## src/rtl/ibex_pad_bridge.sv

```systemverilog
// Serializes ibex instruction/data requests onto a narrow pad bus (header, address, write data) and reassembles read responses; one transaction in flight.
// Optional feature macro IBEX_PAD_PARITY_EN adds even parity on outbound and inbound pad beats.
module ibex_pad_bridge #(
  parameter int PAD_W   = 8,
  parameter int ARB_RR  = 0,
  parameter int TIMEOUT = 256
) (
  input  logic             clk_i,
  input  logic             rst_ni,
  input  logic             instr_req_i,
  input  logic [31:0]      instr_addr_i,
  output logic             instr_gnt_o,
  output logic             instr_rvalid_o,
  output logic [31:0]      instr_rdata_o,
  output logic             instr_err_o,
  input  logic             data_req_i,
  input  logic             data_we_i,
  input  logic [3:0]       data_be_i,
  input  logic [31:0]      data_addr_i,
  input  logic [31:0]      data_wdata_i,
  output logic             data_gnt_o,
  output logic             data_rvalid_o,
  output logic [31:0]      data_rdata_o,
  output logic             data_err_o,
  output logic [PAD_W-1:0] pad_out_o,
  output logic             pad_out_valid_o,
  input  logic             pad_out_ready_i,
`ifdef IBEX_PAD_PARITY_EN
  output logic             pad_out_par_o,
  input  logic             pad_in_par_i,
`endif
  input  logic [PAD_W-1:0] pad_in_i,
  input  logic             pad_in_valid_i
);
  localparam int HDR_BEATS  = (PAD_W >= 8) ? 1 : 2;
  localparam int WORD_BEATS = 32 / PAD_W;

  if (PAD_W != 4 && PAD_W != 8 && PAD_W != 16 && PAD_W != 32) begin : g_bad_pad_w
    $error("ibex_pad_bridge: PAD_W must be 4, 8, 16 or 32");
  end
  if (TIMEOUT < 2 || TIMEOUT > 65535) begin : g_bad_timeout
    $error("ibex_pad_bridge: TIMEOUT must be in 2..65535");
  end

  typedef enum logic [2:0] {IDLE, HDR, ADDR, WDATA, RESP, DONE} state_t;

  state_t      state_q;
  logic [3:0]  cnt_q;
  logic [15:0] tcnt_q;
  logic        chan_q, we_q, last_data_q, rvalid_q, err_q, par_err_q;
  logic [3:0]  be_q;
  logic [31:0] addr_q, wdata_q, rdata_q;

  logic        sel_data, grant, fire, hdr_last, word_last, beat_bad, resp_err, ld;
  logic [7:0]  hdr_new;
  logic [31:0] hdr_word, ld_word, rdata_nxt;
  logic [3:0]  ld_idx;
  logic [PAD_W-1:0] ld_beat;

  function automatic logic [PAD_W-1:0] beat_of(input logic [31:0] word, input logic [3:0] idx);
    return PAD_W'(word >> (32'(idx) * 32'(PAD_W)));
  endfunction

  // Round-robin only matters under contention; the pointer records the last granted channel.
  assign sel_data    = data_req_i && (ARB_RR == 0 || !instr_req_i || !last_data_q);
  assign instr_gnt_o = (state_q == IDLE) && instr_req_i && !sel_data;
  assign data_gnt_o  = (state_q == IDLE) && sel_data;
  assign grant       = instr_gnt_o || data_gnt_o;

  assign hdr_new   = {2'b00, sel_data ? data_be_i : 4'b1111, sel_data, sel_data && data_we_i};
  assign hdr_word  = {24'b0, 2'b00, be_q, chan_q, we_q};
  assign fire      = pad_out_valid_o && pad_out_ready_i;
  assign hdr_last  = (cnt_q == 4'(HDR_BEATS - 1));
  assign word_last = (cnt_q == 4'(WORD_BEATS - 1));

  if (PAD_W == 32) begin : g_rd_full
    assign rdata_nxt = pad_in_i;
  end else begin : g_rd_shift
    assign rdata_nxt = {pad_in_i, rdata_q[31:PAD_W]};
  end

`ifdef IBEX_PAD_PARITY_EN
  assign beat_bad = (^pad_in_i) != pad_in_par_i;
`else
  assign beat_bad = 1'b0;
`endif
  assign resp_err = par_err_q || beat_bad;

  // Next outbound beat, loaded into the output register only when the current one is taken.
  always_comb begin
    ld      = 1'b0;
    ld_word = hdr_word;
    ld_idx  = cnt_q + 4'd1;
    case (state_q)
      IDLE: begin
        ld      = grant;
        ld_word = {24'b0, hdr_new};
        ld_idx  = 4'd0;
      end
      HDR: begin
        ld = fire;
        if (hdr_last) begin
          ld_word = addr_q;
          ld_idx  = 4'd0;
        end
      end
      ADDR: begin
        if (word_last) begin
          ld      = fire && we_q;
          ld_word = wdata_q;
          ld_idx  = 4'd0;
        end else begin
          ld      = fire;
          ld_word = addr_q;
        end
      end
      WDATA: begin
        ld      = fire && !word_last;
        ld_word = wdata_q;
      end
      default: ;
    endcase
  end
  assign ld_beat = beat_of(ld_word, ld_idx);

  always_ff @(posedge clk_i) begin
    if (!rst_ni) begin
      state_q         <= IDLE;
      cnt_q           <= '0;
      tcnt_q          <= '0;
      chan_q          <= 1'b0;
      we_q            <= 1'b0;
      be_q            <= '0;
      addr_q          <= '0;
      wdata_q         <= '0;
      rdata_q         <= '0;
      last_data_q     <= 1'b0;
      rvalid_q        <= 1'b0;
      err_q           <= 1'b0;
      par_err_q       <= 1'b0;
      pad_out_o       <= '0;
      pad_out_valid_o <= 1'b0;
`ifdef IBEX_PAD_PARITY_EN
      pad_out_par_o   <= 1'b0;
`endif
    end else begin
      rvalid_q <= 1'b0;
      if (ld) begin
        pad_out_o     <= ld_beat;
`ifdef IBEX_PAD_PARITY_EN
        pad_out_par_o <= ^ld_beat;
`endif
      end
      case (state_q)
        IDLE: if (grant) begin
          chan_q          <= sel_data;
          we_q            <= sel_data && data_we_i;
          be_q            <= sel_data ? data_be_i : 4'b1111;
          addr_q          <= sel_data ? data_addr_i : instr_addr_i;
          wdata_q         <= sel_data ? data_wdata_i : 32'h0;
          last_data_q     <= sel_data;
          rdata_q         <= '0;
          err_q           <= 1'b0;
          par_err_q       <= 1'b0;
          cnt_q           <= '0;
          pad_out_valid_o <= 1'b1;
          state_q         <= HDR;
        end
        HDR: if (fire) begin
          cnt_q <= hdr_last ? 4'd0 : cnt_q + 4'd1;
          if (hdr_last) state_q <= ADDR;
        end
        ADDR: if (fire) begin
          cnt_q <= word_last ? 4'd0 : cnt_q + 4'd1;
          if (word_last) begin
            if (we_q) begin
              state_q <= WDATA;
            end else begin
              pad_out_valid_o <= 1'b0;
              tcnt_q          <= '0;
              state_q         <= RESP;
            end
          end
        end
        WDATA: if (fire) begin
          cnt_q <= word_last ? 4'd0 : cnt_q + 4'd1;
          if (word_last) begin
            pad_out_valid_o <= 1'b0;
            rvalid_q        <= 1'b1;
            state_q         <= DONE;
          end
        end
        RESP: begin
          if (pad_in_valid_i) begin
            tcnt_q    <= '0;
            par_err_q <= resp_err;
            if (word_last) begin
              // A parity error still drains every beat, then reports with zero data.
              rdata_q  <= resp_err ? 32'h0 : rdata_nxt;
              err_q    <= resp_err;
              rvalid_q <= 1'b1;
              cnt_q    <= '0;
              state_q  <= DONE;
            end else begin
              rdata_q <= rdata_nxt;
              cnt_q   <= cnt_q + 4'd1;
            end
          end else if (tcnt_q == 16'(TIMEOUT - 1)) begin
            rdata_q  <= '0;
            err_q    <= 1'b1;
            rvalid_q <= 1'b1;
            cnt_q    <= '0;
            state_q  <= DONE;
          end else begin
            tcnt_q <= tcnt_q + 16'd1;
          end
        end
        DONE: state_q <= IDLE;
        default: state_q <= IDLE;
      endcase
    end
  end

  assign instr_rvalid_o = rvalid_q && !chan_q;
  assign data_rvalid_o  = rvalid_q && chan_q;
  assign instr_rdata_o  = instr_rvalid_o ? rdata_q : 32'h0;
  assign data_rdata_o   = data_rvalid_o ? rdata_q : 32'h0;
  assign instr_err_o    = instr_rvalid_o && err_q;
  assign data_err_o     = data_rvalid_o && err_q;
endmodule

```

## config.mk

```make
export PLATFORM = sky130hd
export DESIGN_NAME = ibex_pad_bridge
export DESIGN_NICKNAME = d
export VERILOG_FILES = /design/src/rtl/ibex_pad_bridge.sv
export SDC_FILE = /design/constraint.sdc
export NUM_CORES = 1
export LEC_CHECK = 0
export ABC_CLOCK_PERIOD_IN_PS = 2750
export BUFFER_PORTS_ARGS = -buffer_cell sky130_fd_sc_hd__buf_4
export CAP_MARGIN = 5
export CORE_ASPECT_RATIO = 0.6
export CORE_MARGIN = 3
export CORE_UTILIZATION = 35
export CTS_CLUSTER_SIZE = 10
export DETAILED_ROUTE_END_ITERATION = 10
export GPL_TIMING_DRIVEN = 0
export PLACE_DENSITY = 0.68
export RECOVER_POWER = 25
export REMOVE_ABC_BUFFERS = 1
export SYNTH_ARGS = -nofsm -noshare
export SYNTH_HDL_FRONTEND = slang
export SYNTH_SLANG_ARGS = --single-unit
```

## constraint.sdc

```tcl
create_clock -name clk_i -period 2.75 [get_ports clk_i]
set_clock_uncertainty 0.15 [all_clocks]
set_input_delay 0.1375 -clock clk_i [delete_from_list [all_inputs] [get_ports clk_i]]
set_output_delay 0.1375 -clock clk_i [all_outputs]
set_load 0.01 [all_outputs]
```

==> results.json <==
{
  "hp-start": "data_addr_i[9]",
  "htree_levels": 4,
  "r2r_start": "cnt_q[0]",
  "grt_pass1_wl_um": 35100,
  "via_per_inst": 5.43,
  "start_util": 0.368,
  "criticalPathCategory": "register to register",
  "tritoncts": "yes",
  "ys_ff_latch": 136,
  "fin_ws_ns": 0.00698,
  "arrival_ns": 2.92,
  "fp-row-count": 37,
  "min_delay_path_depth": 3,
  "seq_area_um2": 2740,
  "p_leak_nw": 4.28,
  "antenna_found_initial": 0,
  "routed_wl_um": 22000,
  "wl_met1_um": 9840,
  "hp-class": "input port to register",
  "dieArea_um2": 20300,
  "dr.pass1.iters": 6,
  "status": "completed",
  "final_cell_mix": "200 x buf_4, 130 x dfxtp_1, 129 x nor2_1",
  "final_antenna_net_count": 0,
  "clkSlewWorstSetupHoldPaths_ns": 0.06,
  "mostFrequentLayoutCell": "buf_4",
  "critPathMaxFanout": 5,
  "n_antenna_cell": 0,
  "place.gp.congestion": 0.799,
  "fillCellCount": 1550,
  "grt_max_degree": 64,
  "wl_met2_um": 10000,
  "setup_viol": 0,
  "drive_gt1_frac": 0.266,
  "clock.fmax_mhz": 365,
  "area_growth_pct": 56.3,
  "synthDistinctLibCells": 59,
  "coreArea_um2": 17700,
  "maxSlewHeadroom": 0.216,
  "ir_worst_vdd_uv": 392,
  "synth-edff-count": 0,
  "rsz0062_at_grt": "true",
  "numCtsBuffers": 17,
  "rr_endpoint": "tcnt_q[14]",
  "die_y_um": 112,
  "cts_buffer_depth": 2,
  "cts_root_buffer": "clkbuf_16",
  "nets": 1164,
  "syn_area_um2": 6500,
  "synth_area_leaders": "dfxtp_1 42%, a22oi_1 9.0%, nor2_1 7.5%",
  "dr_wl_met3_um": 1840,
  "drc": 0,
  "start_kind": "register",
  "utilization": 0.575,
  "r2r_cells": 7,
  "reg2reg_setup_slack_ns": 0.007,
  "clk_latency_ns": 0.41,
  "hold_viol": 0,
  "netlist_instances": 761,
  "required_ns": 2.93,
  "multi_input_area_um2": 3700,
  "avgSynthCellArea_um2": 8.55,
  "synth_warnings": 0,
  "num_vias": 7021,
  "grt_pass1_vias": 6606,
  "tightest_slew_ns": 1.18,
  "ioPinCount": 194,
  "cp-end-kind": "register",
  "ys_seq_area_frac": 0.419,
  "powerDensity_nw_per_um2": 752,
  "synth-main-ff-cell": "dfxtp_1",
  "fp.dieW_um": 182,
  "max_cap_viol_count": 0,
  "hpwlAfterDp_um": 13400,
  "synth_area_leader_cell": "dfxtp_1",
  "overflow": 0,
  "grtUsageTotal": 0.210,
  "postSynth.asyncResetShare": 0,
  "yosysTopAreaCellShare": 0.419,
  "port_buffers": 193,
  "hold_end": "addr_q[9]",
  "hold_slack_ns": 0.00904,
  "fin_crit_ns": 2.74,
  "dr.first_iter.drc_count": 567,
  "routedWlPerCell_um": 17.0,
  "dp_slack_ns": -1.07,
  "drv_slew": 0,
  "top_layer_used": "met4",
  "numClockSinks": 136,
  "finalCritPeriodShare": 0.997
}
[power by group]
part           internal (W)  switching (W)
clock               0.00146       0.000907
combinational       0.00113        0.00151
sequential          0.00234       0.000297
total               0.00493        0.00272
[cell families (layout without fill, tap and decap cells)]
kind of cell | count (synthesis) | count (layout) | synth area share
and+or+nand+nor | 294 | 294 | 0.226
AOI/OAI and AO/OA | 212 | 213 | 0.241
DFF | 136 | 136 | 0.419
buffers and inverters | 72 | 369 | 0.0425
muxes | 33 | 33 | 0.0508
xor gates and xnor gates | 11 | 11 | 0.0148
adders and majority gates | 3 | 3 | 0.00577
[synth_stat cells (6+ instances only)]
| cell | count |
|---|---|
| inv_1 | 9 |
| mux2i_1 | 33 |
| nand2b_1 | 7 |
| nor2_1 | 130 |
| a21oi_1 | 20 |
| or4_1 | 6 |
| a211oi_1 | 34 |
| a22o_1 | 6 |
| nand2_1 | 30 |
| o22ai_1 | 6 |
| a32o_1 | 7 |
| nand3_1 | 10 |
| buf_1 | 12 |
| xor2_1 | 10 |
| and2_1 | 39 |
| dfxtp_1 | 136 |
| o211ai_1 | 6 |
| a22oi_1 | 78 |
| and3_1 | 37 |
| a221oi_1 | 6 |
| clkbuf_1 | 45 |
| o21ai_0 | 15 |
[registers in the layout, indices dropped and copies added, names as in the netlist]
| register | cells |
|---|---|
| rdata_q | 32 |
| chan_q | 1 |
| we_q | 1 |
| be_q | 4 |
| state_q | 3 |
| addr_q | 32 |
| pad_out_valid_o | 1 |
| wdata_q | 32 |
| rvalid_q | 1 |
| cnt_q | 4 |
| pad_out_o | 8 |
| tcnt_q | 16 |
| err_q | 1 |
[final cells by class]
class                   count  share of cell area
well taps                 234              0.0288
clock buffers              19              0.0436
multi-input cells         554               0.364
clock inverters            13              0.0166
inverters                  10             0.00455
flip-flops and latches    136               0.269
repair buffers            327               0.273
[worst max-delay path, cell delays in order (launching register included)]
cell	delay, ns
dfxtp_4	0.37
ha_4	0.15
or3b_4	0.41
or4_4	0.54
a21oi_4	0.27
nand3_4	0.12
or4_1	0.48
a21oi_1	0.16
[layer usage]
layer | vias up | GRT usage
li1 | 3393 | -
met1 | 3294 | 0.288
met2 | 309 | 0.334
met3 | 25 | 0.0470
met4 | 0 | 0.0573
met5 | - | 0
[stage by stage]
| step | total power (W) | std cells | setup TNS (ns) | cell area (µm²) |
|---|---|---|---|---|
| CTS | 0.00761 | 1283 | -0.102 | 10100 |
| global route | 0.00809 | 1293 | -0.133 | 10200 |
| detailed placement | 0.00493 | 1132 | -56.32 | 8160 |
| floorplan | 0.00399 | 699 | -51.46 | 6260 |
| global placement | 0.00476 | 1126 | -230.35 | 8010 |
| finish | 0.00765 | 1293 | 0 | 10200 |
[worst max-delay path by stage]
stage / from / end / slack, ns
CTS: cnt_q[0] / pad_out_o[6] / -0.10
global route: cnt_q[0] / tcnt_q[14] / -0.09
global placement: state_q[0] / rdata_q[13] / -3.10
finish: cnt_q[0] / tcnt_q[14] / 0.007
floorplan: state_q[0] / rdata_q[0] / -1.11
detailed placement: cnt_q[0] / pad_out_o[3] / -1.07
[repair_timing]
action | CTS | global route
resized for setup | 27 | 15
cloned | 0 | 1
setup endpoints to repair | 171 | 59
pin swaps | 4 | 7
hold buffers | 108 | 0
setup buffers | 11 | 10
endpoints found under the hold margin | 80 | 0
Note: power is estimated with default switching activity, not from simulation.
